`config.mk`:
```
export PLATFORM = sky130hd
export DESIGN_NAME = mem_arbiter
export DESIGN_NICKNAME = d
export VERILOG_FILES = /design/src/rtl/mem_arbiter.sv
export SDC_FILE = /design/constraint.sdc
export NUM_CORES = 1
export LEC_CHECK = 0
export ABC_CLOCK_PERIOD_IN_PS = 2100
export CORE_AREA = 4 4 102 104
export CTS_BUF_LIST = sky130_fd_sc_hd__clkbuf_2 sky130_fd_sc_hd__clkbuf_4 sky130_fd_sc_hd__clkbuf_8
export DETAILED_ROUTE_END_ITERATION = 8
export DIE_AREA = 0 0 106 108
export MAX_ROUTING_LAYER = met4
export PLACE_DENSITY = 0.76
export SYNTH_ARGS = -nofsm -noshare
export SYNTH_HDL_FRONTEND = slang
export SYNTH_SLANG_ARGS = --single-unit
```
`constraint.sdc`:
```
create_clock -name clk -period 2.1 [get_ports clk]
set_input_delay 0.42 -clock clk [delete_from_list [all_inputs] [get_ports clk]]
set_output_delay 0.42 -clock clk [all_outputs]
set_load 0.05 [all_outputs]
```
`src/rtl/mem_arbiter.sv`:
```
// Two-port (I fetch / D load-store) arbiter for a single-port synchronous-read memory.
// Define MEM_ARB_RR_EN for round-robin conflict policy; default is D-priority with an I starvation guard.
module mem_arbiter #(
    parameter int AW        = 32,
    parameter int DW        = 32,
    parameter int MAX_STALL = 4
) (
    input  logic          clk,
    input  logic          reset,
    input  logic          i_req,
    input  logic [AW-1:0] i_addr,
    output logic          i_gnt,
    output logic          i_rvalid,
    output logic [DW-1:0] i_rdata,
    input  logic          d_req,
    input  logic          d_we,
    input  logic [AW-1:0] d_addr,
    input  logic [DW-1:0] d_wdata,
    output logic          d_gnt,
    output logic          d_rvalid,
    output logic [DW-1:0] d_rdata,
    output logic          mem_en,
    output logic          mem_we,
    output logic [AW-1:0] mem_addr,
    output logic [DW-1:0] mem_wdata,
    input  logic [DW-1:0] mem_rdata
);

    typedef enum logic [1:0] {IDLE, I_RESP, D_RESP} resp_state_e;

    resp_state_e state_q, state_d;
    logic        conflict;
    logic        i_wins;

    assign conflict = i_req & d_req;

`ifdef MEM_ARB_RR_EN
    // Pointer set means I owns the next conflict; it flips to whichever port lost.
    logic rr_ptr_q, rr_ptr_d;

    assign i_wins = rr_ptr_q;

    always_comb begin
        rr_ptr_d = rr_ptr_q;
        if (conflict) begin
            rr_ptr_d = d_gnt;
        end
    end

    always_ff @(posedge clk or negedge reset) begin
        if (!reset) begin
            rr_ptr_q <= 1'b0;
        end else begin
            rr_ptr_q <= rr_ptr_d;
        end
    end
`else
    localparam int            SW        = $clog2(MAX_STALL + 1);
    localparam logic [SW-1:0] STALL_MAX = SW'(MAX_STALL);

    logic [SW-1:0] stall_cnt_q, stall_cnt_d;

    assign i_wins = (stall_cnt_q == STALL_MAX);

    // NOTE: every always_comb output gets a default first so no path leaves it unassigned (no latch).
    always_comb begin
        stall_cnt_d = stall_cnt_q;
        if (i_gnt || !i_req) begin
            stall_cnt_d = '0;
        end else if (d_gnt && (stall_cnt_q != STALL_MAX)) begin
            stall_cnt_d = stall_cnt_q + SW'(1);
        end
    end

    // NOTE: registers use non-blocking assignments so all flops sample pre-edge values together.
    always_ff @(posedge clk or negedge reset) begin
        if (!reset) begin
            stall_cnt_q <= '0;
        end else begin
            stall_cnt_q <= stall_cnt_d;
        end
    end
`endif

    // Grants are gated by reset so they drop the instant reset asserts.
    assign i_gnt = reset & i_req & (~d_req | i_wins);
    assign d_gnt = reset & d_req & ~(i_req & i_wins);

    assign mem_en    = i_gnt | d_gnt;
    assign mem_we    = d_gnt & d_we;
    assign mem_addr  = d_gnt ? d_addr : i_addr;
    assign mem_wdata = d_wdata;

    always_comb begin
        state_d = IDLE;
        if (i_gnt) begin
            state_d = I_RESP;
        end else if (d_gnt && !d_we) begin
            state_d = D_RESP;
        end
    end

    always_ff @(posedge clk or negedge reset) begin
        if (!reset) begin
            state_q <= IDLE;
        end else begin
            state_q <= state_d;
        end
    end

    assign i_rvalid = (state_q == I_RESP);
    assign d_rvalid = (state_q == D_RESP);
    assign i_rdata  = mem_rdata;
    assign d_rdata  = mem_rdata;

endmodule

```
# [Word level (Yosys, flattened, before mapping)]
# Cells that the tools add are included.
# W data, S select, Z words.
[totals] input_bits=133 regBits=5 output_inout_bits=134 word_cells=28
[op_classes] add_sub_neg=1 bitwise_logic=10 muxes=5 n_eq_ne=4 n_reduce_logical=6
[op_table] op="$mux W32" count=1
[op_table] op="$and A1 B1 Y1" count=6
[op_table] op="$mux W3" count=2
[op_table] op="$mux W2" count=2
[op_table] op="$add A3 B1 Y3 const B" count=1
[op_table] op="$eq A3 B3 Y1 const B" count=1
[op_table] op="$ne A3 B3 Y1 const B" count=1
[op_table] op="$eq A2 B1 Y1 const B" count=1
[op_table] op="$eq A2 B2 Y1 const B" count=1
[op_table] op="$logic_and A1 B1 Y1" count=2
[op_table] op="$logic_not A1 Y1" count=2
[op_table] op="$not A1 Y1" count=2
[op_table] op="$or A1 B1 Y1" count=2
[op_table] op="$reduce_bool A2 Y1" count=1
[op_table] op="$logic_or A1 B1 Y1" count=1

# [Longest topological paths before layout]
[depth] depth_word=7 depth_mapped=7 ltp_nobuf=6

# [Least setup slack after synthesis]
# No wires, ideal clock.
[synth_timing] path_type="reg2out" from="register stall_cnt_q[0]" to="output mem_we" slack_ns=0.013 required_ns=1.680 stages_incl_launch_ff=8 arrival_time_ns=1.667 n_path_buf=1 cell_sequence="dfrtp_1 > inv_1 > ha_1 > nand3_2 > nand3_4 > buf_6 > inv_2 > and2_1"
[synth_via] elab_chain_len=5
[synth_lines] item="start, declared" line_no="61" source="logic [SW-1:0] stall_cnt_q, stall_cnt_d;"
[synth_lines] item="start signal, assigned" line_no="80" source="stall_cnt_q <= stall_cnt_d;"
[synth_lines] item="$eq A3 B3 Y1" line_no="63" source="assign i_wins = (stall_cnt_q == STALL_MAX);"
[synth_lines] item="$and A1 B1 Y1" line_no="87" source="assign d_gnt = reset & d_req & ~(i_req & i_wins);"
[synth_lines] item="$not A1 Y1" line_no="87"
[synth_lines] item="$and A1 B1 Y1" line_no="87"
[synth_lines] item="named net d_gnt" line_no="19" source="output logic d_gnt,"
[synth_lines] item="$and A1 B1 Y1" line_no="90" source="assign mem_we = d_gnt & d_we;"
[synth_lines] item="end, declared" line_no="23" source="output logic mem_we,"
# The timed path passes the listed nets, and every way through them passes these cells.

# [Final worst setup path]
[layout_timing] from="register stall_cnt_q[0]" to="output mem_addr[29]"
[layout_via] elab_chain_len=5
[layout_lines] item="$eq A3 B3 Y1" line_no="63"
[layout_lines] item="$and A1 B1 Y1" line_no="87"
[layout_lines] item="$not A1 Y1" line_no="87"
[layout_lines] item="$and A1 B1 Y1" line_no="87"
[layout_lines] item="$mux W32" line_no="91" source="assign mem_addr = d_gnt ? d_addr : i_addr;"
[layout_lines] item="end, declared" line_no="24" source="output logic [AW-1:0] mem_addr,"
# No other way between the ends.

==> run metrics <==
H-tree levels 1; CP Class reg -> out; Seq/Total Area, Yosys 8.15%; violated checks negative setup slack; pwr/cell area 395 mW/mm2; critical path required time 1.68 ns; RePlAce Congestion 0.684; root buffer cell clkbuf_8; mapped cell area 0.00154 mm2; Max Slew Vio Count 0; Yosys cell types 21; Bufs and invs on worst path 3; Yosys top cell area share 47.4%; vias post-DR 1087; hold_buf cts 0; post-synth top area cell buf_4; largest net degree at the start of global routing 14; area grow syn2layout 54.1%; Placeable Area 0.00955 mm2; FFs w/ async S/R, synth 100%; HPWL after detailed placement 3.79 mm; DR DRC count 0; vias in the first global route 1150; Worst Tran Pin Value 0.306 ns; Final Setup Violations 20; Starting DRT DRC Count 49; EDFF count, synth 0; I/O pins 267; worst-path cell chain inv_2 > ha_4 > nand3_4 > nand3_4 > buf_12 > mux2_4 > buf_12; met3 WL 733 um; Vias/cell 3.40; initial core utilization 16.1%; share of cells above drive strength 1 50.8%; Clk Latency, worst-skew pair 0.22 ns; wire length on met2 2.47 mm; Post-DRT Antenna Nets 0; Post-Place Setup Slack -0.188 ns; slowest cell on the critical path dfrtp_1; final-report hold violation count 0; #FFs+latches synth 5; clock skew 0.000180 ns; IO buf count 106; Sink Count 5; largest fanout on the critical path 12; top-count cell post-synth buf_4; Synth Instances 164; initial antenna violation count 0; Reg clk slew, reported paths 0.03 ns; Synth top cells by count 97 x buf_4, 28 x mux2_4, 5 x dfrtp_1, 4 x mux2_2; Hold Crit Class in -> async; Mapped Nets 299; Die Span X 106 um; Detailed Route WL 4.72 mm; synth top area cells buf_4 47%, mux2_4 27%, dfrtp_1 8.1%; MaxCap Viol Count 0; status finished with violations; critical path's top delay family buffers and inverters; Die Y 108 um; overall routing resource usage 7.70%; setup slack after layout -0.0392 ns; yosys synthesis warning count 0; ys flop type dfrtp_1; CTS tree built; RSZ-0062 raised after global routing yes; Clock Tree Buf Depth 2; Critical Path Max Stage Delay 0.38 ns; first-pass GRT wire length 6.67 mm; die area 0.0114 mm2; grt total ovfl 0; Metal-1 WL 1.49 mm; DRT Pass-1 Iters 3; Routed wire per std cell 14.8 um; highest routing layer actually used met4; Mapped Avg Cell Area 9.36 um2; FMAX 467 MHz; crit share post-route 102%; worst vdd ir 0.125 mV; crit path capture type primary output; fin util 24.8%; Worst setup SP type flip-flop; relative slew slack 79.4%; Final Critical Period 2.14 ns; CTS Buf Count 3; nets 323; Worst EP arrival 1.72 ns; standard-cell rows 36; Leak 1.07 nW; Ant. Diodes 0
## final timing paths
check	from	endpoint	slack (ns)	cells past startpoint
setup / recovery	stall_cnt_q[0]	mem_addr[29]	-0.04	7
hold / removal	reset	stall_cnt_q[2]	0.34	2
setup reg to reg	stall_cnt_q[0]	stall_cnt_q[1]	0.62	7
hold reg to reg	stall_cnt_q[0]	stall_cnt_q[0]	0.61	3
max in group asynchronous	reset	state_q[1]	1.63	2
min in group clk	stall_cnt_q[0]	stall_cnt_q[0]	0.61	3
## kinds of logic (layout without fill, tap and decap cells)
| family | after synthesis | in the layout | synth area share (%) |
|---|---|---|---|
| simple gates | 17 | 17 | 6.93 |
| fa+ha+maj | 2 | 2 | 1.63 |
| buf+inv | 103 | 126 | 50.4 |
| mux | 32 | 32 | 30.3 |
| flops | 5 | 5 | 8.15 |
| compound gates | 5 | 5 | 2.61 |
## placed cells by master (no fill, tap or decap), types with 2 or more instances in the layout
cell type | netlist | layout
clkdlybuf4s50_1 | 0 | 65
mux2_4 | 28 | 32
buf_6 | 3 | 26
buf_12 | 0 | 12
buf_4 | 97 | 9
dfrtp_1 | 5 | 5
buf_8 | 0 | 4
a21boi_0 | 3 | 3
nand2_1 | 3 | 3
nor2b_1 | 3 | 3
clkbuf_8 | 0 | 3
dlygate4sd2_1 | 0 | 3
nand3_4 | 1 | 2
nor2_1 | 2 | 2
inv_2 | 1 | 2
nand3_1 | 2 | 2
nand2b_1 | 2 | 2
## sequential cells by signal (all words and copies together) (netlist names)
| register | cells |
|---|---|
| stall_cnt_q | 3 |
| state_q | 2 |
## final cells by class
class / count / area (um2)
Fill cell: 1010 / 7180
Timing Repair Buffer: 119 / 1340
Inverter: 3 / 13.8
Multi-Input combinational cell: 56 / 674
Clock buffer: 4 / 48.8
Sequential cell: 5 / 125
Tap cell: 133 / 166
## worst register-to-register path: stages (launching register included)
cell      delay [ns]
dfrtp_1         0.35
inv_2           0.06
ha_4            0.17
buf_4           0.13
a21boi_0        0.27
buf_4           0.17
nand3_1         0.06
a21boi_0        0.16
## metrics by stage
stage               TNS [ns]  total power [mW]  instance area [um2]  instances  hold slack, ns
finish                -0.528             0.935                 2370        320           0.337
detailed placement     -5.59             0.684                 2080        311           0.570
global placement       -5.11             0.680                 2080        311           0.560
CTS                    -4.10             0.933                 2330        322           0.328
floorplan                  0             0.912                 1540        164           0.124
global route           -2.72             0.977                 2370        320           0.355
## per-layer routing
layer	global-route usage, %	up-vias
met4	2.31	0
met5	-	-
met3	4.96	8
met2	13.6	121
met1	6.81	477
li1	-	481
## report_power, final
| part | leakage [nW] | internal, mW | switching (mW) | total, mW |
|---|---|---|---|---|
| Clock | 0.0262 | 0.143 | 0.0438 | 0.187 |
| Combinational | 0.972 | 0.340 | 0.307 | 0.646 |
| Sequential | 0.0682 | 0.0999 | 0.00176 | 0.102 |
| Total | 1.07 | 0.583 | 0.352 | 0.935 |
## what timing repair did
item	in CTS	in global routing
setup endpoints to repair	35	34
cloned	2	0
pin swaps	1	1
gates resized for setup	30	23
buffers inserted	5	0
No activity file was read; power rests on OpenSTA's default activity.
